**src/rtl/fetch_stage_mips_if.sv**
```systemverilog
// Instruction-memory read port between the fetch stage and a
// variable-latency instruction memory (request/ready handshake).
interface fetch_stage_mips_if;
  logic        requestInstructionMemory;
  logic [31:0] addressInstructionMemory;
  logic        readyInstructionMemory;
  logic [31:0] dataInstructionMemory;

  modport master (
    output requestInstructionMemory,
    output addressInstructionMemory,
    input  readyInstructionMemory,
    input  dataInstructionMemory
  );

  modport slave (
    input  requestInstructionMemory,
    input  addressInstructionMemory,
    output readyInstructionMemory,
    output dataInstructionMemory
  );
endinterface

```
**src/rtl/fetch_stage_mips.sv**
```systemverilog
// Instruction-fetch stage of the five-stage MIPS pipeline. Owns the program
// counter, fetches from a variable-latency instruction memory and loads the
// Fetch/Decode register. Redirects, stall and flush are applied here.
//
// state   | meaning
// --------+---------------------------------------------------------------
// REQUEST | request at programCounter outstanding; deliver word on ready
// DISCARD | redirected while a request was outstanding; drop its word,
//         | then continue at pendingTarget
// HOLD    | word arrived during a stall; parked in holdBuffer, no request
module fetch_stage_mips #(
  parameter logic [31:0] RESET_ADDRESS   = 32'h0000_0000,
  parameter logic [31:0] NOP_INSTRUCTION = 32'h0000_0000
) (
  input  logic                      clock,
  input  logic                      resetMachine,
  fetch_stage_mips_if.master        imem,
  input  logic                      enableJumpProgramCounter_Decode,
  input  logic [31:0]               nextProgramCounterJump_Decode,
  input  logic                      enableBranchProgramCounter_Execute,
  input  logic [31:0]               nextProgramCounterBranch_Execute,
  input  logic                      stallFetch_HazardUnit,
  input  logic                      flushFetch_HazardUnit,
  output logic [31:0]               instruction_Fetch,
  output logic [31:0]               programCounterPlus4_Fetch
);

  typedef enum logic [1:0] {
    REQUEST = 2'd0,
    DISCARD = 2'd1,
    HOLD    = 2'd2
  } fetchState_t;

  fetchState_t state;
  logic [31:0] programCounter;
  logic [31:0] pendingTarget;
  logic [31:0] holdBuffer;

  logic        redirect;
  logic [31:0] redirectTarget;
  logic [31:0] programCounterPlus4;
  logic        deliver;
  logic [31:0] deliverWord;

  // Memory port: the request drops as soon as reset asserts so memory abandons it.
  always_comb begin
    imem.requestInstructionMemory = (state != HOLD) && !resetMachine;
    imem.addressInstructionMemory = programCounter;
  end

  // Redirect selection (Execute branch is older and wins) and delivery decode.
  always_comb begin
    redirect            = enableBranchProgramCounter_Execute | enableJumpProgramCounter_Decode;
    redirectTarget      = enableBranchProgramCounter_Execute ? nextProgramCounterBranch_Execute
                                                             : nextProgramCounterJump_Decode;
    programCounterPlus4 = programCounter + 32'd4;
    deliver             = 1'b0;
    deliverWord         = imem.dataInstructionMemory;
    case (state)
      REQUEST: begin
        if (imem.readyInstructionMemory && !redirect && !stallFetch_HazardUnit) begin
          deliver = 1'b1;
        end
      end
      HOLD: begin
        deliverWord = holdBuffer;
        if (!redirect && !stallFetch_HazardUnit) begin
          deliver = 1'b1;
        end
      end
      default: begin
        deliver = 1'b0;
      end
    endcase
  end

  // Fetch FSM, program counter and the Fetch/Decode pipeline register.
  always_ff @(posedge clock or posedge resetMachine) begin
    if (resetMachine) begin
      state                     <= REQUEST;
      programCounter            <= RESET_ADDRESS;
      pendingTarget             <= 32'd0;
      holdBuffer                <= 32'd0;
      instruction_Fetch         <= NOP_INSTRUCTION;
      programCounterPlus4_Fetch <= 32'd0;
    end else begin
      case (state)
        REQUEST: begin
          if (imem.readyInstructionMemory) begin
            if (redirect) begin
              programCounter <= redirectTarget;
            end else if (stallFetch_HazardUnit) begin
              holdBuffer <= imem.dataInstructionMemory;
              state      <= HOLD;
            end else begin
              programCounter <= programCounterPlus4;
            end
          end else if (redirect) begin
            pendingTarget <= redirectTarget;
            state         <= DISCARD;
          end
        end
        DISCARD: begin
          if (imem.readyInstructionMemory) begin
            programCounter <= redirect ? redirectTarget : pendingTarget;
            state          <= REQUEST;
          end else if (redirect) begin
            pendingTarget <= redirectTarget;
          end
        end
        HOLD: begin
          if (redirect) begin
            programCounter <= redirectTarget;
            state          <= REQUEST;
          end else if (!stallFetch_HazardUnit) begin
            programCounter <= programCounterPlus4;
            state          <= REQUEST;
          end
        end
        default: begin
          state <= REQUEST;
        end
      endcase

      // Flush only clears the output register; fetch progress is unaffected.
      if (flushFetch_HazardUnit) begin
        instruction_Fetch         <= NOP_INSTRUCTION;
        programCounterPlus4_Fetch <= 32'd0;
      end else if (!stallFetch_HazardUnit) begin
        if (deliver) begin
          instruction_Fetch         <= deliverWord;
          programCounterPlus4_Fetch <= programCounterPlus4;
        end else begin
          instruction_Fetch         <= NOP_INSTRUCTION;
          programCounterPlus4_Fetch <= 32'd0;
        end
      end
    end
  end

endmodule

```
**src/flat_wrapper.sv**
```systemverilog
// flat-port wrapper written by rule: the top's interface ports become plain ports
module fetch_stage_mips_flat 
#(
  parameter logic [31:0] RESET_ADDRESS   = 32'h0000_0000,
  parameter logic [31:0] NOP_INSTRUCTION = 32'h0000_0000
)
  (clock, resetMachine, enableJumpProgramCounter_Decode, nextProgramCounterJump_Decode, enableBranchProgramCounter_Execute, nextProgramCounterBranch_Execute, stallFetch_HazardUnit, flushFetch_HazardUnit, instruction_Fetch, programCounterPlus4_Fetch, imem_requestInstructionMemory, imem_addressInstructionMemory, imem_readyInstructionMemory, imem_dataInstructionMemory);
  fetch_stage_mips_if imem_i ();
  input  logic clock;
  input  logic resetMachine;
  input  logic enableJumpProgramCounter_Decode;
  input  logic [31:0] nextProgramCounterJump_Decode;
  input  logic enableBranchProgramCounter_Execute;
  input  logic [31:0] nextProgramCounterBranch_Execute;
  input  logic stallFetch_HazardUnit;
  input  logic flushFetch_HazardUnit;
  output logic [31:0] instruction_Fetch;
  output logic [31:0] programCounterPlus4_Fetch;
  output wire logic [$bits(imem_i.requestInstructionMemory)-1:0] imem_requestInstructionMemory;
  output wire logic [$bits(imem_i.addressInstructionMemory)-1:0] imem_addressInstructionMemory;
  input wire logic [$bits(imem_i.readyInstructionMemory)-1:0] imem_readyInstructionMemory;
  input wire logic [$bits(imem_i.dataInstructionMemory)-1:0] imem_dataInstructionMemory;
  assign imem_requestInstructionMemory = imem_i.requestInstructionMemory;
  assign imem_addressInstructionMemory = imem_i.addressInstructionMemory;
  assign imem_i.readyInstructionMemory = imem_readyInstructionMemory;
  assign imem_i.dataInstructionMemory = imem_dataInstructionMemory;
  fetch_stage_mips #(.RESET_ADDRESS(RESET_ADDRESS), .NOP_INSTRUCTION(NOP_INSTRUCTION)) u_core (.clock(clock), .resetMachine(resetMachine), .imem(imem_i), .enableJumpProgramCounter_Decode(enableJumpProgramCounter_Decode), .nextProgramCounterJump_Decode(nextProgramCounterJump_Decode), .enableBranchProgramCounter_Execute(enableBranchProgramCounter_Execute), .nextProgramCounterBranch_Execute(nextProgramCounterBranch_Execute), .stallFetch_HazardUnit(stallFetch_HazardUnit), .flushFetch_HazardUnit(flushFetch_HazardUnit), .instruction_Fetch(instruction_Fetch), .programCounterPlus4_Fetch(programCounterPlus4_Fetch));
endmodule
```
**config.mk**
```make
export PLATFORM = sky130hd
export DESIGN_NAME = fetch_stage_mips_flat
export DESIGN_NICKNAME = d
export VERILOG_FILES = /design/src/rtl/fetch_stage_mips_if.sv /design/src/rtl/fetch_stage_mips.sv /design/src/flat_wrapper.sv
export SDC_FILE = /design/constraint.sdc
export NUM_CORES = 1
export LEC_CHECK = 0
export ABC_AREA = 1
export CAP_MARGIN = 20
export CORE_MARGIN = 2
export CORE_UTILIZATION = 41
export CTS_CLUSTER_DIAMETER = 30
export DETAILED_ROUTE_END_ITERATION = 7
export DONT_BUFFER_PORTS = 1
export GPL_TIMING_DRIVEN = 0
export MAX_ROUTING_LAYER = met4
export SYNTH_ARGS = -nofsm -noshare
export SYNTH_HDL_FRONTEND = slang
export SYNTH_SLANG_ARGS = --single-unit
```
**constraint.sdc**
```tcl
create_clock -name clock -period 11.84 [get_ports clock]
set_clock_uncertainty 0.05 [all_clocks]
set_input_delay 2.368 -clock clock [delete_from_list [all_inputs] [get_ports clock]]
set_output_delay 2.368 -clock clock [all_outputs]
set_load 0.01 [all_outputs]
```
# [After elaboration in Yosys (flattened, before gate mapping)]
# Index checks and enable logic that the tools add are counted.
[totals] register_bits=162 latchBits=0 inputBits=103 n_memories=0 mem_bits_rw=0 romBits=0
[classes] n_mux=25 n_reduce_logical=14 add_sub_neg=1 mul=0 div_mod_pow=0 eq_ne=10 n_shift=0 bitwise_logic=3 magnitude_cmp=0
[ops] operator="two-way mux 32 bit" count=13
[ops] operator="one-hot mux 32 bit (3 select lines)" count=1
[ops] operator="adder 32 x 3 -> 32 bit (second input constant)" count=1
[ops] operator="two-way mux 2 bit" count=7
[ops] operator="inequality test 3 x 2 -> 1 bit (second input constant)" count=3
[ops] operator="inequality test 2 bit (second input constant)" count=3
[ops] operator="one-hot mux 2 bit (3 select lines)" count=1
[ops] operator="AND reduction 5 bit" count=1
[ops] operator="logical AND 1 bit" count=4
[ops] operator="AND reduction 4 bit" count=1
[ops] operator="logical NOT 1 bit" count=3
[ops] operator="inequality test 3 bit (second input constant)" count=1
[ops] operator="AND reduction 3 bit" count=1
[ops] operator="nonzero test 3 bit" count=1
[ops] operator="== test 2 x 1 -> 1 bit (second input constant)" count=1
[ops] operator="== test 2 bit (second input constant)" count=1
[ops] operator="logical NOT 2 bit" count=1
[ops] operator="two-way mux 1 bit" count=2
[ops] operator="inequality test 2 x 1 -> 1 bit (second input constant)" count=1
[ops] operator="inverter 1 bit" count=2
[ops] operator="one-hot mux 1 bit (2 select lines)" count=1
[ops] operator="AND reduction 2 bit" count=1
[ops] operator="OR reduction 2 bit" count=1
[ops] operator="OR 1 bit" count=1

# [Depth between registers and ports, before layout]
[logic_depth] ltp_word=9 ltp_mapped=10 mapped_depth_nobuf=10

# [Worst setup path before layout]
# No wires, ideal clock.
[synth_path] kind="in2out" start="in resetMachine" end="out imem_requestInstructionMemory" t_required_ns=9.422 slack_ns=6.855 arrival_time_ns=2.567 path_stages=1 cell_sequence="a21oi_1"
[synth_between] elab_chain_cells=2
[synth_lines] item="start, declared" line_no="flat_wrapper.sv:10" rtl="input logic resetMachine;"
[synth_lines] item="logical NOT 1 bit" line_no="fetch_stage_mips.sv:47" rtl="imem.requestInstructionMemory = (state != HOLD) && !resetMachine;"
[synth_lines] item="logical AND 1 bit" line_no="fetch_stage_mips.sv:47"
[synth_lines] item="end, declared" line_no="flat_wrapper.sv:19" rtl="output wire logic [$bits(imem_i.requestInstructionMemory)-1:0] imem_requestInstructionMemory;"
# No other way between the ends.

# [Worst setup path in the final report]
# Same ends and word-level chain as after synthesis.

==> key figures <==
Run status
  • Status: completed

Cells and area
  • Final standard cell area without fillers: 9090 um2
  • Area occupied by multi-input gates: 3450 um2
  • Share of post-route cells with drive strength above 1: 8.77%
  • Area growth from synthesis to layout: 11.8%
  • Area used by sequential logic in the layout: 4050 um2
  • Fillcell total: 1953
  • Net count of the finished layout: 1152

Timing
  • Total Negative Setup Slacks: 0 ns
  • Setup repair after global routing missed its margin: no
  • Measured slew at the worst slew-check pin: 0.735 ns
  • Final critical-path share of the clock period: 42.6%
  • Number of setup violations in the final report: 0
  • Minimum hold slack: 0.438 ns
  • Final hold viol count: 0
  • Tmin final: 5.04 ns
  • Count of final max-slew check failures: 0
  • Max frequency: 198 MHz
  • Remaining max-slew budget at the tightest pin: 51.0%

Power and ir drop
  • Part of the total power dissipated in sequential elements: 47.4%
  • Total power divided by cell area: 157 nW/um2
  • Highest ir drop seen on vdd: 0.000100 V
  • Leak Pwr: 4.37 nW
  • Part of the power in the clock network: 39.0%
  • Switching power as a share of total power: 30.1%
  • Net switching power of the design: 0.430 mW
  • Final Power: 1.43 mW
  • Share of power burned in combinational logic: 13.6%
  • Internal power of the cells: 0.999 mW

Logic synthesis
  • Warnings, synthesis: 0
  • Post-Synthesis Net Count: 1132
  • Synth Instances: 1028
  • Count of state elements after synthesis: 162
  • Cell area after synthesis: 8130 um2
  • Main synth FF type: sky130_fd_sc_hd__dfrtp_1
  • Mean Syn Cell Area: 7.91 um2
  • Fraction of synthesis flops using an asynchronous set or reset pin: 100%
  • Number of synthesized flops with an enable pin: 0
  • Synth cell types: 37
  • Sequential-to-total area share from yosys stat: 49.9%

Global route
  • Global-route wire length before repair: 37000 um
  • GR Overflow Total: 0
  • Initial antenna violation count: 2
  • Pin count of the biggest net entering global routing: 104
  • Total routing usage reported by global routing: 23.9%
  • Number of global-route vias before repair: 6731

Drt
  • Final wirelength: 23800 um
  • Remaining routing DRC violations: 0
  • WL/cell: 17.9 um
  • Drt first pass iters: 5
  • Post-DR vias/cell: 5.14
  • Vias: 6832
  • Iter 0 DRT Violations: 319
  • Post-DRT Antenna Nets: 0

Critical path
  • Category of cells accounting for the largest share of critical-path delay: compound AO/OA/AOI/OAI gates
  • Data arrival at the endpoint of the critical path: 2.63 ns
  • Startpoint of the worst-slack reg-to-reg timing path: u_core.imem.addressInstructionMemory[2]$_DFFE_PP0P_
  • Cells traversed along the worst timing path: a21oi_1
  • Element type at the critical path start: input pin
  • Type of the worst setup path: input pin to output pin
  • Highest fanout seen on the critical path: 2
  • Type of destination of the critical path: output pin
  • Worst EP required: 9.42 ns
  • FF-to-FF path depth: 8
  • Worst R2R Setup Slack: 9.81 ns
  • CP peak stage delay: 0.26 ns
  • Library cell contributing the largest single delay on the critical path: sky130_fd_sc_hd__a21oi_1
  • Endpoint of the worst-slack reg-to-reg timing path: u_core.imem.addressInstructionMemory[16]$_DFFE_PP0P_
  • WP buf/inv: 0

Place
  • Instance area after placement: 8500 um2
  • Routability cong.: 0.896
  • Number of port buffers: 0
  • Half-perimeter wire length after detailed placement: 17800 um

Die
  • Die width: 145 um
  • Initial cell density of the core: 41.8%
  • Area enclosed by the die boundary: 21000 um2
  • Core region area: 19500 um2
  • Vert. Die Dim: 145 um
  • Count of pins on the block boundary: 200
  • Row count: 51

Clock tree
  • Count of H-tree levels built during CTS: 4
  • Worst-Skew Late Latency: 0.43 ns
  • Total clock sinks: 162
  • Post-CTS Setup Repair Bufs: 0
  • TritonCTS clock tree: yes
  • CTS root buffer: sky130_fd_sc_hd__clkbuf_16
  • Total of hold buffers inserted after clock tree synthesis: 0
  • # resized after CTS: 0
  • Maximum root-to-sink buffer count: 2
  • Clock input transition at the sequential cells of the worst setup and hold paths: 0.07 ns
  • CTS buffer count: 17

Job
  • Maximum Capacitance Violations: 0

Hold path
  • Min-Delay Path Class: flop to flop
  • Hold Path Cell Cnt: 2
  • Worst Hold Endpoint: u_core.holdBuffer[20]$_DFFE_PP0P_
  • Startpoint of the tightest hold check path: u_core.holdBuffer[20]$_DFFE_PP0P_
## how the worst max path moves through the flow
stage            startpoint                                          endpoint  cells after the start
2_1_floorplan  resetMachine                  u_core.holdBuffer[0]$_DFFE_PP0P_                      1
3_3_place_gp   resetMachine  u_core.programCounterPlus4_Fetch[19]$_DFFE_PP0P_                      1
3_5_place_dp   resetMachine                     imem_requestInstructionMemory                      1
4_1_cts        resetMachine                     imem_requestInstructionMemory                      1
5_1_grt        resetMachine                     imem_requestInstructionMemory                      1
6_report       resetMachine                     imem_requestInstructionMemory                      1
## power by group through the flow
stage | Combinational [mW] | Clock, mW | Sequential [mW]
after floorplan | 0.149 | 0 | 0.668
after global placement | 0.190 | 0 | 0.686
after detailed placement | 0.195 | 0 | 0.688
after CTS | 0.196 | 0.571 | 0.677
after global routing | 0.225 | 0.596 | 0.685
final | 0.194 | 0.558 | 0.677
## kinds of logic after synthesis
logic type / synth area share [%]
flops: 49.9
simple gates: 23.1
xor+xnor: 1.62
mux: 0.277
fa+ha+maj: 0.154
compound gates: 17.2
buf+inv: 7.74
## flip-flops by register name, summed over array words and instances (netlist names)
signal,cells
u_core.programCounterPlus4_Fetch,32
u_core.instruction_Fetch,32
u_core.pendingTarget,32
u_core.imem.addressInstructionMemory,32
u_core.state,2
u_core.holdBuffer,32
## layout by cell type (no fill, tap or decap), drive strengths merged
master      n
a22o       10
nand3      20
inv        97
clkbuf     39
diode       2
a22oi       2
mux2        2
o211ai     32
bufinv      2
and2        2
o21ai     122
o22ai      17
o21bai      1
clkinvlp    4
xor2       13
buf        36
xnor2       2
o221ai      1
dfrtp     162
nand3b      5
nor3        2
nand2     324
a21oi      40
ha          1
a211oi     12
nor2      107
a41oi       2
clkinv      3
a311oi      1
## cell usage after synthesis (2+ instances only)
cell,n,area share [%]
sky130_fd_sc_hd__o21ai_0,113,7.0
sky130_fd_sc_hd__xnor2_1,2,0.22
sky130_fd_sc_hd__dfrtp_1,162,50
sky130_fd_sc_hd__a211oi_1,12,1.1
sky130_fd_sc_hd__o21ai_2,2,0.22
sky130_fd_sc_hd__nor2_2,3,0.23
sky130_fd_sc_hd__clkbuf_1,21,0.97
sky130_fd_sc_hd__buf_4,5,0.46
sky130_fd_sc_hd__a41oi_1,2,0.22
sky130_fd_sc_hd__nand3b_1,5,0.46
sky130_fd_sc_hd__and2_1,2,0.15
sky130_fd_sc_hd__o211ai_1,32,3.0
sky130_fd_sc_hd__nand2_2,4,0.31
sky130_fd_sc_hd__buf_2,26,1.6
sky130_fd_sc_hd__o22ai_1,17,1.3
sky130_fd_sc_hd__buf_6,3,0.42
sky130_fd_sc_hd__o21ai_1,7,0.43
sky130_fd_sc_hd__nand2_1,320,15
sky130_fd_sc_hd__mux2_2,2,0.28
sky130_fd_sc_hd__inv_2,4,0.18
sky130_fd_sc_hd__a21oi_1,40,2.5
sky130_fd_sc_hd__nor2_4,7,0.97
sky130_fd_sc_hd__a22oi_1,2,0.18
sky130_fd_sc_hd__a22o_1,10,1.1
sky130_fd_sc_hd__inv_1,88,4.1
sky130_fd_sc_hd__nor2_1,96,4.4
sky130_fd_sc_hd__xor2_1,13,1.4
sky130_fd_sc_hd__nand3_1,19,1.2
## worst reg2reg max path: stages, from the launching register on
cell                      delay [ns]
sky130_fd_sc_hd__dfrtp_1        0.59
sky130_fd_sc_hd__ha_1           0.27
sky130_fd_sc_hd__nand2_2        0.08
sky130_fd_sc_hd__nor2_4         0.13
sky130_fd_sc_hd__nand2_1        0.14
sky130_fd_sc_hd__nor2_2         0.25
sky130_fd_sc_hd__xor2_1         0.23
sky130_fd_sc_hd__nand2_1        0.07
sky130_fd_sc_hd__a21oi_1        0.12
## metrics by stage
step	worst slack [ns]	util (%)	cells
2_1_floorplan	5.05	-	1028
3_3_place_gp	3.03	43.5	1293
3_5_place_dp	6.78	43.7	1294
4_1_cts	6.78	46.7	1326
5_1_grt	6.75	46.7	1328
6_report	6.80	46.7	1328
## area by class of cell
type / instances / share of cell area [%]
flip-flops and latches: 162 / 44.6
diodes: 2 / 0.0550
clock inverters: 14 / 1.68
clock buffers: 18 / 4.83
plain buffers: 56 / 3.12
repair buffers: 1 / 0.303
inverters: 92 / 3.88
multi-input cells: 718 / 37.9
well taps: 265 / 3.65
## per-layer routing
layer | up-vias | GRT usage, % | share of wire (%)
li1 | 3376 | - | -
met1 | 3229 | 28.5 | 41
met2 | 206 | 38.0 | 48
met3 | 21 | 8.82 | 8.4
met4 | 0 | 6.85 | 2.3
met5 | - | - | 0
Note: power is estimated with default switching activity, not from simulation.
